==> config.mk <==
export PLATFORM = sky130hd
export DESIGN_NAME = pad_serial_reader
export DESIGN_NICKNAME = d
export VERILOG_FILES = /design/src/rtl/pad_reader_pkg.sv /design/src/rtl/pad_serial_reader_sync.sv /design/src/rtl/pad_serial_reader.sv
export SDC_FILE = /design/constraint.sdc
export NUM_CORES = 1
export LEC_CHECK = 0
export CAP_MARGIN = 15
export CORE_AREA = 5 5 88 90
export DETAILED_ROUTE_END_ITERATION = 8
export DIE_AREA = 0 0 93 95
export DONT_BUFFER_PORTS = 1
export PLACE_DENSITY = 0.69
export SETUP_SLACK_MARGIN = 0.4
export SLEW_MARGIN = 5
export SYNTH_ARGS = -nofsm -noshare
export SYNTH_HDL_FRONTEND = slang
export SYNTH_HIERARCHICAL = 1
export SYNTH_SLANG_ARGS = --single-unit
==> constraint.sdc <==
create_clock -name clk -period 8.89 [get_ports clk]
set_input_delay 2.667 -clock clk [delete_from_list [all_inputs] [get_ports clk]]
set_output_delay 2.667 -clock clk [all_outputs]
set_load 0.02 [all_outputs]
==> src/rtl/pad_reader_pkg.sv <==
// Shared types and helpers for the serial game-pad reader: FSM states,
// NES button bit positions and the microsecond-to-cycle conversion.
package pad_reader_pkg;

  typedef enum logic [2:0] {
    IDLE,
    LATCH,
    READ0,
    CLK_HI,
    CLK_LO,
    COMMIT,
    GAP
  } pad_state_t;

  // NES bit positions; LSB is the first bit the pad shifts out.
  localparam int BTN_A      = 0;
  localparam int BTN_B      = 1;
  localparam int BTN_SELECT = 2;
  localparam int BTN_START  = 3;
  localparam int BTN_UP     = 4;
  localparam int BTN_DOWN   = 5;
  localparam int BTN_LEFT   = 6;
  localparam int BTN_RIGHT  = 7;

  function automatic int us_to_cycles(input int clk_hz, input int us);
    return (clk_hz / 1_000_000) * us;
  endfunction

endpackage

==> src/rtl/pad_serial_reader_sync.sv <==
// Parametrised-width two-flop synchroniser for the asynchronous pad data lines.
module pad_sync #(
  parameter int WIDTH = 1
) (
  input  logic             clk,
  input  logic             reset,
  input  logic [WIDTH-1:0] d,
  output logic [WIDTH-1:0] q
);

  logic [WIDTH-1:0] meta_reg;
  logic [WIDTH-1:0] sync_reg;

  always_ff @(posedge clk or posedge reset) begin
    if (reset) begin
      meta_reg <= '0;
      sync_reg <= '0;
    end else begin
      meta_reg <= d;
      sync_reg <= meta_reg;
    end
  end

  assign q = sync_reg;

endmodule

==> src/rtl/pad_serial_reader.sv <==
// Serial game-pad reader (NES/SNES) for NUM_PADS pads on a shared latch/clock.
// Optional macro PAD_DEBOUNCE_EN: commit a pad only when two consecutive raw frames agree.
module pad_serial_reader
  import pad_reader_pkg::*;
#(
  parameter int CLK_HZ   = 100_000_000,
  parameter int LATCH_US = 12,
  parameter int HALF_US  = 6,
  parameter int GAP_US   = 0,
  parameter int NUM_BITS = 8,
  parameter int NUM_PADS = 2
) (
  input  logic                         clk,
  input  logic                         reset,
  input  logic                         enable,
  input  logic [NUM_PADS-1:0]          data,
  output logic                         latch,
  output logic                         pad_clk,
  output logic [NUM_PADS*NUM_BITS-1:0] buttons,
  output logic [NUM_PADS*NUM_BITS-1:0] pressed,
  output logic [NUM_PADS*NUM_BITS-1:0] released,
  output logic                         frame_valid,
  output logic [NUM_PADS-1:0]          connected
);

  localparam int LATCH_CYC = us_to_cycles(CLK_HZ, LATCH_US);
  localparam int HALF_CYC  = us_to_cycles(CLK_HZ, HALF_US);
  localparam int GAP_CYC   = us_to_cycles(CLK_HZ, GAP_US);
  localparam int MAX_LH    = (LATCH_CYC > HALF_CYC) ? LATCH_CYC : HALF_CYC;
  localparam int CNT_MAX   = (MAX_LH > GAP_CYC) ? MAX_LH : GAP_CYC;
  localparam int CNT_W     = $clog2(CNT_MAX + 1);
  localparam int BIT_W     = $clog2(NUM_BITS);

  localparam logic [CNT_W-1:0] LATCH_LAST = CNT_W'(LATCH_CYC - 1);
  localparam logic [CNT_W-1:0] HALF_LAST  = CNT_W'(HALF_CYC - 1);
  localparam logic [CNT_W-1:0] GAP_LAST   = CNT_W'((GAP_CYC > 0) ? GAP_CYC - 1 : 0);
  // The bit counter counts completed CLK_LO phases, so the final one is NUM_BITS-2.
  localparam logic [BIT_W-1:0] BIT_LAST   = BIT_W'(NUM_BITS - 2);

  pad_state_t       state_reg, state_next;
  logic [CNT_W-1:0] cnt_reg, cnt_next;
  logic [BIT_W-1:0] bit_reg, bit_next;
  logic             sample;
  logic             commit;
  logic             latch_reg;
  logic             pad_clk_reg;
  logic             frame_valid_reg;
  logic [NUM_PADS-1:0] data_sync;

  pad_sync #(
    .WIDTH(NUM_PADS)
  ) u_sync (
    .clk  (clk),
    .reset(reset),
    .d    (data),
    .q    (data_sync)
  );

  always_ff @(posedge clk or posedge reset) begin
    if (reset) begin
      state_reg       <= IDLE;
      cnt_reg         <= '0;
      bit_reg         <= '0;
      latch_reg       <= 1'b0;
      pad_clk_reg     <= 1'b0;
      frame_valid_reg <= 1'b0;
    end else begin
      state_reg       <= state_next;
      cnt_reg         <= cnt_next;
      bit_reg         <= bit_next;
      latch_reg       <= (state_next == LATCH);
      pad_clk_reg     <= (state_next == CLK_HI);
      frame_valid_reg <= commit;
    end
  end

  always_comb begin
    state_next = state_reg;
    cnt_next   = cnt_reg + CNT_W'(1);
    bit_next   = bit_reg;
    sample     = 1'b0;
    commit     = 1'b0;
    case (state_reg)
      IDLE: begin
        cnt_next = '0;
        bit_next = '0;
        if (enable) state_next = LATCH;
      end
      LATCH: begin
        bit_next = '0;
        if (cnt_reg == LATCH_LAST) begin
          state_next = READ0;
          cnt_next   = '0;
        end
      end
      READ0: begin
        if (cnt_reg == HALF_LAST) begin
          sample     = 1'b1;
          state_next = CLK_HI;
          cnt_next   = '0;
        end
      end
      CLK_HI: begin
        if (cnt_reg == HALF_LAST) begin
          state_next = CLK_LO;
          cnt_next   = '0;
        end
      end
      CLK_LO: begin
        if (cnt_reg == HALF_LAST) begin
          sample   = 1'b1;
          cnt_next = '0;
          if (bit_reg == BIT_LAST) begin
            // The final bit is folded in on the same edge that enters COMMIT.
            commit     = 1'b1;
            state_next = COMMIT;
            bit_next   = '0;
          end else begin
            state_next = CLK_HI;
            bit_next   = bit_reg + BIT_W'(1);
          end
        end
      end
      COMMIT: begin
        cnt_next = '0;
        if (GAP_CYC > 0)  state_next = GAP;
        else if (enable)  state_next = LATCH;
        else              state_next = IDLE;
      end
      GAP: begin
        if (cnt_reg == GAP_LAST) begin
          cnt_next   = '0;
          state_next = enable ? LATCH : IDLE;
        end
      end
      default: begin
        state_next = IDLE;
        cnt_next   = '0;
        bit_next   = '0;
      end
    endcase
  end

  assign latch       = latch_reg;
  assign pad_clk     = pad_clk_reg;
  assign frame_valid = frame_valid_reg;

  genvar gi;
  generate
    for (gi = 0; gi < NUM_PADS; gi++) begin : g_pad
      logic [NUM_BITS-2:0] raw_reg;
      logic [NUM_BITS-1:0] raw_full;
      logic [NUM_BITS-1:0] btn_reg, btn_next;
      logic [NUM_BITS-1:0] press_reg, rel_reg;
      logic                pad_on;
      logic                accept;
      logic                conn_reg;

      assign raw_full = {data_sync[gi], raw_reg};
      assign pad_on   = |raw_full;
      // An all-zero frame means nothing is driving the line: report no buttons.
      assign btn_next = pad_on ? ~raw_full : '0;

`ifdef PAD_DEBOUNCE_EN
      logic [NUM_BITS-1:0] last_raw_reg;

      always_ff @(posedge clk or posedge reset) begin
        if (reset) last_raw_reg <= '0;
        else if (commit) last_raw_reg <= raw_full;
      end

      assign accept = (raw_full == last_raw_reg);
`else
      assign accept = 1'b1;
`endif

      always_ff @(posedge clk or posedge reset) begin
        if (reset) begin
          raw_reg   <= '0;
          btn_reg   <= '0;
          press_reg <= '0;
          rel_reg   <= '0;
          conn_reg  <= 1'b0;
        end else begin
          press_reg <= '0;
          rel_reg   <= '0;
          if (sample) raw_reg <= raw_full[NUM_BITS-1:1];
          if (commit) begin
            conn_reg <= pad_on;
            if (accept) begin
              btn_reg   <= btn_next;
              press_reg <= btn_next & ~btn_reg;
              rel_reg   <= ~btn_next & btn_reg;
            end
          end
        end
      end

      assign buttons[gi*NUM_BITS +: NUM_BITS]  = btn_reg;
      assign pressed[gi*NUM_BITS +: NUM_BITS]  = press_reg;
      assign released[gi*NUM_BITS +: NUM_BITS] = rel_reg;
      assign connected[gi]                     = conn_reg;
    end
  endgenerate

endmodule
==> flow_summary.ini <==
[clocking]
cts_max_path_buffers = 2
worstSkewPairLatency_ns = 0.36
post_cts_resized = 0
numCtsBuffers = 9
hold_buffers = 0
cts-root-buf = clkbuf_8
clock-sinks = 88
cts_tree = yes
h-tree-depth = 3
cts_setup_buffers = 0
cts.clk_slew.worst_paths_ns = 0.08

[worst_setup_path]
r2r_start = u_sync/q[1]
crit_end = buttons[6]
cp-startpoint = g_pad[0].btn_reg[6]
worstSetupEndpointType = output port
path_depth = 0
reg2reg_slack_ns = 6.32
critPathMaxFanout = 4
r2r_cells = 4
worstSetupPathType = flip-flop to output port
start_kind = flip-flop
r2r_end = g_pad[1].conn_reg
crit_arrival_ns = 0.89
cp.required_ns = 6.22

[timing]
post-route-min-period_ns = 3.55
hold_viol = 0
worstMarginPinSlew_ns = 1.03
finClkSkew_ns = 0.0109
setup_viol = 0
fmax_mhz = 282
tns_ns = 0
rsz0062_at_grt = false
post-route-period-util_pct = 40.0
max_slew_margin_pct = 30.9
slew_viol_final = 0

[power_and_ir_drop]
seqPwrFrac_pct = 59.9
p_per_area_nw_per_um2 = 172
power_frac_comb_pct = 1.7
clkPwrFrac_pct = 38.4
cell_internal_pwr_uw = 515
totalPowerFinal_uw = 671
p_switching_uw = 156
vdd_drop_max_mv = 0.111
swShare_pct = 23.3
p_leak_nw = 1.90

[global_routing]
track_usage_pct = 14.8
antenna_found_initial = 0
grt_max_degree = 85
grt_pass1_wl_um = 10000
grt_overflow = 0
grt_pass1_vias = 2035

[floorplanning]
die_width_um = 93
dieArea_sq_um = 8840
die_h_um = 95
core_area_sq_um = 6980
ioPinCount = 58
initial_core_util_pct = 52.7
num_rows = 31

[logic_synthesis]
synth-warning-count = 6
ys_types = 44
synth.avg_cell_area_sq_um = 11.9
ys_seq_area_share_pct = 59.9
synth_edf_count = 0
syn_area_sq_um = 3680
synth_flop_cell = dfrtp_1
synth_cells = 310
ys_ff_latch = 88
syn_nets = 317
ys_async_sr_fraction_pct = 100

[layout]
seq_area_sq_um = 2200
n_fill_cell = 582
multi_input_area_sq_um = 1350
drive_gt1_share_pct = 19.0
insertedDiodeCount = 0
syn_to_final_growth_pct = 6.16
nets = 313

[place]
dp.final_hpwl_um = 3950
place_congestion = 0.828
io_buffers = 0

[route]
wl_per_cell_um = 15.6
viasPerCell = 5.57
initialDrtViolationCount = 125
dr.pass1.iters = 4
wl_um = 6120
num_vias = 2188
final_antenna_net_count = 0
drc = 0

[min_path]
hold_class = flip-flop to flip-flop

[run_status]
status = complete, no violations

[job]
maxCapViolCount = 0
## synth_stat cells, drive strengths merged (3+ instances only)
library cell	number	share of area (%)
nand3	5	1.0
nand2	31	3.4
dfrtp	88	60
or2	3	0.51
clkbuf	9	0.92
buf	8	1.8
inv	8	0.82
xor2	6	1.4
o31ai	17	3.6
o21ai	26	3.5
nor2	36	3.7
nor2b	5	0.85
nor3	21	5.2
or4	5	1.1
xnor2	4	0.95
a21oi	3	0.41
mux2	14	5.3
## cell type report
class | instances | share of cell area [%]
clock inverter | 6 | 1.28
timing repair buffer | 2 | 0.897
clock buffer | 10 | 3.53
inverter | 8 | 0.801
sequential | 88 | 56.4
multi-input combinational | 197 | 34.5
tap | 82 | 2.63
## kinds of logic (layout without fill, tap and decap cells)
group	count (synthesis)	count (layout)	share of synthesized area, %
AO/OA/AOI/OAI	54	54	9.32
XOR/XNOR	10	10	2.38
adder cells (fa/ha/maj)	2	2	0.680
buffers and inverters	25	26	3.54
flip-flops	88	88	59.9
multiplexers	14	14	5.31
AND/OR/NAND/NOR	117	117	18.9
## power groups by stage
stage / Sequential, mW / Combinational, mW / Clock [mW]
after floorplan: 0.409 / 0.00792 / 0
after global placement: 0.410 / 0.0109 / 0
after detailed placement: 0.410 / 0.0109 / 0
after CTS: 0.402 / 0.0109 / 0.265
after global routing: 0.402 / 0.0141 / 0.283
final: 0.402 / 0.0117 / 0.258
## placed cells by master, fill, tap and decap left out, types with 3 or more instances in the layout
master	n
a21oi_1	3
clkbuf_8	10
dfrtp_1	88
inv_1	7
mux2_2	4
mux2_4	10
nand2_1	30
nand3_1	4
nor2_1	36
nor2b_1	5
nor3_1	4
nor3_2	17
o21ai_0	25
o31ai_1	16
or4_1	4
xnor2_1	4
xor2_1	6
## worst min-delay path by stage
stage	startpoint	to	slack [ns]	cells past startpoint
final	u_sync/meta_reg[1]	u_sync/q[1]	0.35	0
after global routing	u_sync/meta_reg[1]	u_sync/q[1]	0.38	0
after CTS	u_sync/meta_reg[1]	u_sync/q[1]	0.36	0
after detailed placement	u_sync/meta_reg[1]	u_sync/q[1]	0.34	0
after global placement	u_sync/meta_reg[0]	u_sync/q[0]	0.33	0
after floorplan	u_sync/meta_reg[0]	u_sync/q[0]	0.33	0
## routing by layer
layer / part of all wire (%) / global-route usage [%]
met3: 7.1 / 5.90
met4: 1.5 / 5.98
met2: 46 / 22.6
met5: 0 / 0
met1: 45 / 18.9
## per-stage QoR
step                      cell area (sq um)  worst slack [ns]  instances  util, %  hold slack (ns)
after floorplan                        3680              4.06        310        -            0.331
after global placement                 3690              5.29        376     52.8            0.332
after detailed placement               3690              5.28        376     52.8            0.337
after CTS                              3880              5.31        392     55.5            0.356
after global routing                   3900              5.29        393     55.9            0.378
final                                  3900              5.34        393     55.9            0.354
Note: power is estimated with default switching activity, not from simulation.
